`src/rtl/seq_playback_arbiter_pkg.sv`:
```
// Shared constants, default sequence table and FSM states for the playback arbiter.
package seq_pkg;

    localparam int DATA_W = 8;
    localparam int DEPTH  = 8;
    localparam int IDX_W  = $clog2(DEPTH);

    localparam logic [DATA_W-1:0] DEF_TABLE [DEPTH] = '{
        8'hAF, 8'hBC, 8'hE2, 8'h78, 8'hFF, 8'hE2, 8'h0B, 8'h8D
    };

    typedef enum logic {
        IDLE = 1'b0,
        PLAY = 1'b1
    } state_t;

endpackage

```
`src/rtl/seq_playback_arbiter_rr_arbiter2.sv`:
```
// Two-way round-robin arbiter; the pointer flips to the other requester on every accept.
module rr_arbiter2 (
    input  logic       clk,
    input  logic       reset,
    input  logic       i_enable,
    input  logic [1:0] i_valid,
    output logic [1:0] o_grant,
    output logic       o_gid,
    output logic       o_accept
);

    logic r_ptr;

    always_comb begin
        o_grant = 2'b00;
        if (i_enable) begin
            if (i_valid == 2'b11) begin
                o_grant = r_ptr ? 2'b10 : 2'b01;
            end else begin
                o_grant = i_valid;
            end
        end
    end

    // A grant is only ever raised for a valid requester, so any grant is an accept.
    assign o_gid    = o_grant[1];
    assign o_accept = |o_grant;

    always_ff @(posedge clk or posedge reset) begin
        if (reset) begin
            r_ptr <= 1'b0;
        end else if (o_accept) begin
            r_ptr <= ~o_gid;
        end
    end

endmodule

```
`src/rtl/seq_playback_arbiter.sv`:
```
// Plays bursts out of a programmable 8-entry byte table for two round-robin requesters.
module seq_playback_arbiter #(
    parameter int DATA_W = 8,
    parameter int DEPTH  = 8,
    parameter int NREQ   = 2
) (
    input  logic                             clk,
    input  logic                             reset,
    input  logic                             cfg_we,
    input  logic [$clog2(DEPTH)-1:0]         cfg_addr,
    input  logic [DATA_W-1:0]                cfg_wdata,
    output logic                             cfg_ready,
    input  logic [NREQ-1:0]                  req_valid,
    output logic [NREQ-1:0]                  req_ready,
    input  logic [NREQ*$clog2(DEPTH)-1:0]    req_start,
    input  logic [NREQ*$clog2(DEPTH)-1:0]    req_len_m1,
    output logic                             out_valid,
    input  logic                             out_ready,
    output logic [DATA_W-1:0]                out_data,
    output logic                             out_id,
    output logic                             out_last,
    output logic                             busy
);

    import seq_pkg::*;

    localparam int IDX_W = $clog2(DEPTH);

    state_t             r_state;
    state_t             w_state_nxt;
    logic [DATA_W-1:0]  r_table [DEPTH];
    logic [IDX_W-1:0]   r_idx;
    logic [IDX_W-1:0]   r_remain;
    logic [DATA_W-1:0]  r_data;
    logic               r_id;
    logic [1:0]         w_grant;
    logic               w_gid;
    logic               w_accept;
    logic               w_fire;
    logic               w_wr;
    logic               w_more;
    logic [IDX_W-1:0]   w_start;
    logic [IDX_W-1:0]   w_len;
    logic [IDX_W-1:0]   w_idx_inc;

    assign busy      = (r_state == PLAY);
    assign cfg_ready = ~busy;
    assign w_wr      = cfg_we & cfg_ready;
    assign w_fire    = busy & out_ready;
    assign w_more    = (r_remain != '0);
    assign w_idx_inc = r_idx + IDX_W'(1);

    rr_arbiter2 u_arb (
        .clk      (clk),
        .reset    (reset),
        .i_enable (~busy & ~reset),
        .i_valid  (req_valid),
        .o_grant  (w_grant),
        .o_gid    (w_gid),
        .o_accept (w_accept)
    );

    assign req_ready = w_grant;
    assign w_start   = req_start[w_gid*IDX_W +: IDX_W];
    assign w_len     = req_len_m1[w_gid*IDX_W +: IDX_W];

    assign out_valid = busy;
    assign out_last  = busy & ~w_more;
    assign out_data  = r_data;
    assign out_id    = r_id;

    always_ff @(posedge clk or posedge reset) begin
        if (reset) begin
            for (int i = 0; i < DEPTH; i++) begin
                r_table[i] <= DEF_TABLE[i];
            end
        end else if (w_wr) begin
            r_table[cfg_addr] <= cfg_wdata;
        end
    end

    always_ff @(posedge clk or posedge reset) begin
        if (reset) begin
            r_state <= IDLE;
        end else begin
            r_state <= w_state_nxt;
        end
    end

    always_comb begin
        w_state_nxt = r_state;
        case (r_state)
            IDLE:    if (w_accept) w_state_nxt = PLAY;
            PLAY:    if (w_fire && !w_more) w_state_nxt = IDLE;
            default: w_state_nxt = IDLE;
        endcase
    end

    // A same-edge config write to the start entry must be visible in the first beat.
    always_ff @(posedge clk or posedge reset) begin
        if (reset) begin
            r_idx    <= '0;
            r_remain <= '0;
            r_data   <= '0;
            r_id     <= 1'b0;
        end else if (w_accept) begin
            r_idx    <= w_start;
            r_remain <= w_len;
            r_id     <= w_gid;
            r_data   <= (w_wr && (cfg_addr == w_start)) ? cfg_wdata : r_table[w_start];
        end else if (w_fire && w_more) begin
            r_idx    <= w_idx_inc;
            r_remain <= r_remain - IDX_W'(1);
            r_data   <= r_table[w_idx_inc];
        end
    end

endmodule

```
`config.mk`:
```
export PLATFORM = sky130hd
export DESIGN_NAME = seq_playback_arbiter
export DESIGN_NICKNAME = d
export VERILOG_FILES = /design/src/rtl/seq_playback_arbiter_pkg.sv /design/src/rtl/seq_playback_arbiter_rr_arbiter2.sv /design/src/rtl/seq_playback_arbiter.sv
export SDC_FILE = /design/constraint.sdc
export NUM_CORES = 1
export LEC_CHECK = 0
export CAP_MARGIN = 20
export CORE_MARGIN = 2
export CORE_UTILIZATION = 40
export DETAILED_ROUTE_END_ITERATION = 8
export SETUP_SLACK_MARGIN = 0.1
export SYNTH_ARGS = -nofsm -noshare
export SYNTH_HDL_FRONTEND = slang
export SYNTH_SLANG_ARGS = --single-unit
```
`constraint.sdc`:
```
create_clock -name clk -period 2.3 [get_ports clk]
set_clock_uncertainty 0.2 [all_clocks]
set_input_delay 0.23 -clock clk [delete_from_list [all_inputs] [get_ports clk]]
set_output_delay 0.23 -clock clk [all_outputs]
set_load 0.01 [all_outputs]
```
Word-level counts from Yosys, hierarchy flattened
Cells that the tools add are included.

Register bits after elaboration: 81. Input port bits: 29.

Reduce and logical (&&, ||, !) cells: 8. Equal/unequal tests: 2. Shifts and indexed selects: 2. $mul: 1. Mux-type cells: 22. Add/subtract/negate cells: 2. Bitwise operators: 11. Order comparisons: 4.

Operator list (count): bitwise mux 64 bit (1); 2-to-1 mux 8 bit (8); binary-select mux 8 bit (select 3 bit) (2); demux 8 bit (select 3 bit) (1); >= comparator 4 bit, second input constant (3); 2-to-1 mux 3 bit (4); NOT 3 -> 4 bit (3); indexed part select 6 x 4 -> 3 bit (2); 2-to-1 mux 2 bit (3); bitwise AND 1 bit (4); logical AND 1 bit (4); < comparator 4 x 1 -> 1 bit, second input constant (1); NOT 1 bit (4); adder 3 x 1 -> 3 bit, second input constant (1); == test 3 bit (1); multiplier 1 x 2 -> 3 bit, second input constant (1); nonzero test 3 bit (1); subtractor 3 x 1 -> 3 bit, second input constant (1); == test 2 bit, second input constant (1); 2-to-1 mux 1 bit (2); case mux 1 bit (2 select lines) (1); nonzero test 2 bit (1); OR reduction 2 bit (1); zero test 1 bit (1).

Longest topological paths before layout
Depth after elaboration: 11. Depth in mapped cells: 9. Mapped depth without buffers: 8.

Hierarchy
From an unflattened synthesis, not the netlist that was laid out.

Cells, all modules: 411. Area, all modules: 4742.0 um^2.

Modules (own cells, without submodules): seq_playback_arbiter (sequential area each 2049.5 um^2, times used 1, cells an instance 400, area each 4662.0 um^2); rr_arbiter2 (sequential area each 25.0 um^2, times used 1, cells an instance 11, area each 80.1 um^2).

Worst setup path after synthesis
Ideal clock, no wire load.

Path kind: reg-to-reg. Start: reg r_idx[0]. End: reg r_data[0], in the netlist out_data[0]. Cell stages (with the launch flop): 10. Slack: -0.148 ns. Required time: 1.980 ns. Period minus slack after synthesis: 2.448 ns. Setup time: 0.120 ns. Arrival: 2.128 ns. Cell sequence: dfrtp_1 -> ha_1 -> clkbuf_1 -> clkbuf_1 -> mux4_2 -> mux2i_1 -> nand2_1 -> o21ai_0 -> o22ai_1 -> a31o_1.

Cells in the longest elaborated chain, start to end: 7.

Ends and longest elaborated chain: from (decl) (line seq_playback_arbiter.sv:32) `logic [IDX_W-1:0] r_idx;`; from (signal assigned) (line seq_playback_arbiter.sv:107) `r_idx <= w_start;`; from (signal assigned) (line seq_playback_arbiter.sv:112) `r_idx <= w_idx_inc;`; adder 3 x 1 -> 3 bit (line seq_playback_arbiter.sv:51) `assign w_idx_inc = r_idx + IDX_W'(1);`; NOT 3 -> 4 bit (implied by the code) (line seq_playback_arbiter.sv:114) `r_data <= r_table[w_idx_inc];`; binary-select mux 8 bit (select 3 bit) (line seq_playback_arbiter.sv:114); 2-to-1 mux 8 bit (implied by the code) (2 in series) (line seq_playback_arbiter.sv:114); 2-to-1 mux 8 bit (line seq_playback_arbiter.sv:111) `end else if (w_fire && w_more) begin`; 2-to-1 mux 8 bit (line seq_playback_arbiter.sv:106) `end else if (w_accept) begin`; to (signal assigned) (line seq_playback_arbiter.sv:110) `r_data <= (w_wr && (cfg_addr == w_start)) ? cfg_wdata : r_table[w_start];`; to (signal assigned) (line seq_playback_arbiter.sv:114); to (decl) (line seq_playback_arbiter.sv:34) `logic [DATA_W-1:0] r_data;`.

Every way passes these cells. The select of a mux whose other input is x is not followed. A chain may end at the register's enable or synchronous reset.

Worst setup path in the final report
Start: reg r_state, in the netlist busy. End: reg r_data[2], in the netlist out_data[2].

Cells in the longest elaborated chain, start to end: 11. Elaborated cells on any way between the ends: 18.

Ends and longest elaborated chain: from (decl) (line seq_playback_arbiter.sv:29) `state_t r_state;`; from (signal assigned) (line seq_playback_arbiter.sv:86) `r_state <= w_state_nxt;`; NOT 1 bit; bitwise AND 1 bit (line seq_playback_arbiter.sv:56) `.i_enable (~busy & ~reset),`; 2-to-1 mux 2 bit (line seq_playback_arbiter_rr_arbiter2.sv:16) `if (i_enable) begin`; multiplier 1 x 2 -> 3 bit (line seq_playback_arbiter.sv:64) `assign w_start = req_start[w_gid*IDX_W +: IDX_W];`; indexed part select 6 x 4 -> 3 bit (line seq_playback_arbiter.sv:64); NOT 3 -> 4 bit (implied by the code) (line seq_playback_arbiter.sv:110); binary-select mux 8 bit (select 3 bit) (line seq_playback_arbiter.sv:110); 2-to-1 mux 8 bit (implied by the code) (2 in series) (line seq_playback_arbiter.sv:110); 2-to-1 mux 8 bit (line seq_playback_arbiter.sv:110); 2-to-1 mux 8 bit (line seq_playback_arbiter.sv:106).

Parallel ways exist; a longest one is shown, timed or not. The select of a mux whose other input is x is not followed.

==> impl_metrics.ini <==
[run_status]
outcome = complete, no violations

[layout]
layout_common_cells = mux2_2, nand2_1, dfrtp_1, clkdlybuf4s50_1, buf_4
antennaDiodeCount = 0
nNetsFinal = 519
area_growth_pct = 29.8
drive_gt1_frac = 0.451
fin_area_um2 = 6070
layout_commonest_cell = mux2_2
post-route-util = 0.532
fin_cells = 635
fillCellCount = 985

[clock_network]
cts.path.max_buffers = 2
cts_tree = done
clk_latency_ns = 0.34
hold_buffers = 0
clock-sinks = 81
clk_root_buffer_cell = clkbuf_16
clk_pin_slew_ns = 0.06
cts_buffers = 9
cts-htree-levels = 3

[timing]
worst_slew_pin_slew_ns = 0.474
finalHoldWorstSlack_ns = 0.245
slew_headroom = 0.683
final_max_slew_viol_count = 0
fmaxAchievable_ghz = 0.453
fin_crit_sh = 0.960
setup_viol = 0
finalCriticalPeriod_ns = 2.21
hold_viol_final = 0
rsz0062_at_grt = true

[logic_synthesis]
avgSynthCellArea_um2 = 11.5
ys_ff_latch = 81
synth_edf_count = 0
syn_inst = 405
synth_ff_type = dfrtp_1
syn_area_um2 = 4680
ys_types = 50
yosysWarnings = 0
synthArstFlopShare = 1.00
synth.net_count = 437
yosysSeqAreaShare = 0.444

[worst_setup_path]
timing.rr.start = busy
crit_path_start = busy
cp.required_ns = 2.32
endpoint_kind = flip-flop
worst-path-max-fanout = 8
crit_arrival_ns = 2.23
path_class = reg -> reg
crit_path_start_kind = flip-flop
regToRegSetupSlack_ns = 0.09

[power_and_ir_drop]
swShare = 0.340
irDropWorstVdd_v = 0.000671
internal-power_mw = 5.23
clock_power_share = 0.169
leakage_nw = 2.54
powerDensity_nw_per_um2 = 1300
p_switching_mw = 2.69
power_frac_seq = 0.372
p_comb_frac = 0.459

[floorplanning]
rows = 39
fp.dieW_um = 112
start_util = 0.410
fp.dieH_um = 112
die_area_um2 = 12600
pin_count = 44
core_um2 = 11400

[global_routing]
antenna_found_initial = 0
grt_pass1_wl_um = 21000
grt_max_degree = 36
grt_pass1_vias = 3821
grt-ovfl-total = 0
track_usage = 0.215

[route]
wl_per_cell_um = 21.0
drtPass1Iterations = 5
first_iter_violations = 443
ant_nets = 0
drc = 0
via_per_inst = 5.98
vias = 3799
wl_um = 13300

[min_path]
hold_path_class = in -> async

[place]
post-dp-hpwl_um = 8820
placed_area_um2 = 5630
routabilityCongestion = 0.840
placedCellCount = 618
port_buffers = 43

[flow_run]
drv_cap = 0
## power groups by stage
stage	logic (mW)	registers, mW	clock network (mW)
floorplan	2.45	2.78	0
global placement	3.42	2.88	0
detailed placement	3.48	2.91	0
CTS	3.52	2.90	1.37
global route	3.92	3.05	1.44
finish	3.63	2.95	1.34
## synthesized netlist by cell type, types with 2 or more instances
cell | n | share of area
a211oi_1 | 22 | 0.035
a21oi_1 | 8 | 0.0086
a221oi_1 | 2 | 0.0037
a31o_1 | 8 | 0.015
a31oi_1 | 2 | 0.0027
a32oi_1 | 5 | 0.0094
and3_1 | 17 | 0.023
buf_2 | 4 | 0.0043
buf_4 | 3 | 0.0048
clkbuf_1 | 16 | 0.013
dfrtp_1 | 43 | 0.23
dfstp_2 | 38 | 0.21
ha_1 | 3 | 0.0080
inv_1 | 9 | 0.0072
mux2_2 | 64 | 0.15
mux2i_1 | 17 | 0.036
mux4_2 | 16 | 0.077
nand2_1 | 43 | 0.035
nand2b_1 | 2 | 0.0027
nand3_1 | 2 | 0.0021
nand3b_1 | 2 | 0.0032
nor2_1 | 14 | 0.011
nor2b_1 | 3 | 0.0040
nor3b_2 | 3 | 0.0080
o21ai_0 | 17 | 0.018
o21bai_1 | 3 | 0.0048
o221ai_1 | 2 | 0.0037
o22ai_1 | 11 | 0.015
xnor2_1 | 4 | 0.0075
xor2_1 | 2 | 0.0037
## flip-flops by register name, indices dropped and copies added, names as in the netlist
signal / flops
u_arb.r_ptr: 1
out_id: 1
busy: 1
r_remain: 3
r_idx: 3
out_data: 8
r_table: 64
## per-stage QoR
stage                     setup TNS [ns]  setup WS, ns  power, mW
after floorplan                 -0.00959      -0.00959       5.23
after global placement             -1.72        -0.220       6.29
after detailed placement           -1.92        -0.253       6.39
after CTS                              0        0.0887       7.78
after global routing                   0        0.0271       8.40
final                                  0        0.0919       7.92
## worst paths after layout
path,endpoint,cells after the start
worst min register to register,out_id,2
worst max register to register,out_data[2],6
worst min-delay path,out_data[2],3
worst max-delay path,out_data[2],6
min in group clk,r_remain[2],3
max in group asynchronous,r_table[9],4
## layer usage
| layer | vias up | track usage | routed length [µm] |
|---|---|---|---|
| met5 | - | 0 | 0 |
| met4 | 0 | 0.0805 | 319 |
| met3 | 27 | 0.0459 | 805 |
| met2 | 139 | 0.343 | 6410 |
| met1 | 1936 | 0.290 | 5810 |
| li1 | 1697 | - | - |
## worst max-delay path, stage by stage (launching register included)
cell and delay [ns]:
dfrtp_2 0.43, or3b_4 0.41, o211a_1 0.25, a311oi_2 0.23, o211ai_2 0.14, and2_4 0.21
a31o_1 0.21
## logic make-up after synthesis
logic type,Yosys count,share of synthesized area
xor+xnor,6,0.0112
mux,98,0.270
buf+inv,34,0.0324
compound gates,87,0.130
simple gates,96,0.105
flops,81,0.444
fa+ha+maj,3,0.00803
## area by class of cell
type,instances,area (µm²),share of cell area
repair buffers,94,911,0.150
flip-flops and latches,81,2080,0.342
clock buffers,12,246,0.0406
inverters,10,43.8,0.00721
well taps,143,179,0.0295
multi-input cells,291,2590,0.426
clock inverters,4,26.3,0.00433
## what timing repair did
item                       4_1_cts  5_1_grt
gates cloned                     0        1
setup buffers                    0        0
pin swaps                        3        4
gates resized for setup          6       32
setup endpoints to repair       10        9
No activity file was read; power rests on OpenSTA's default activity.
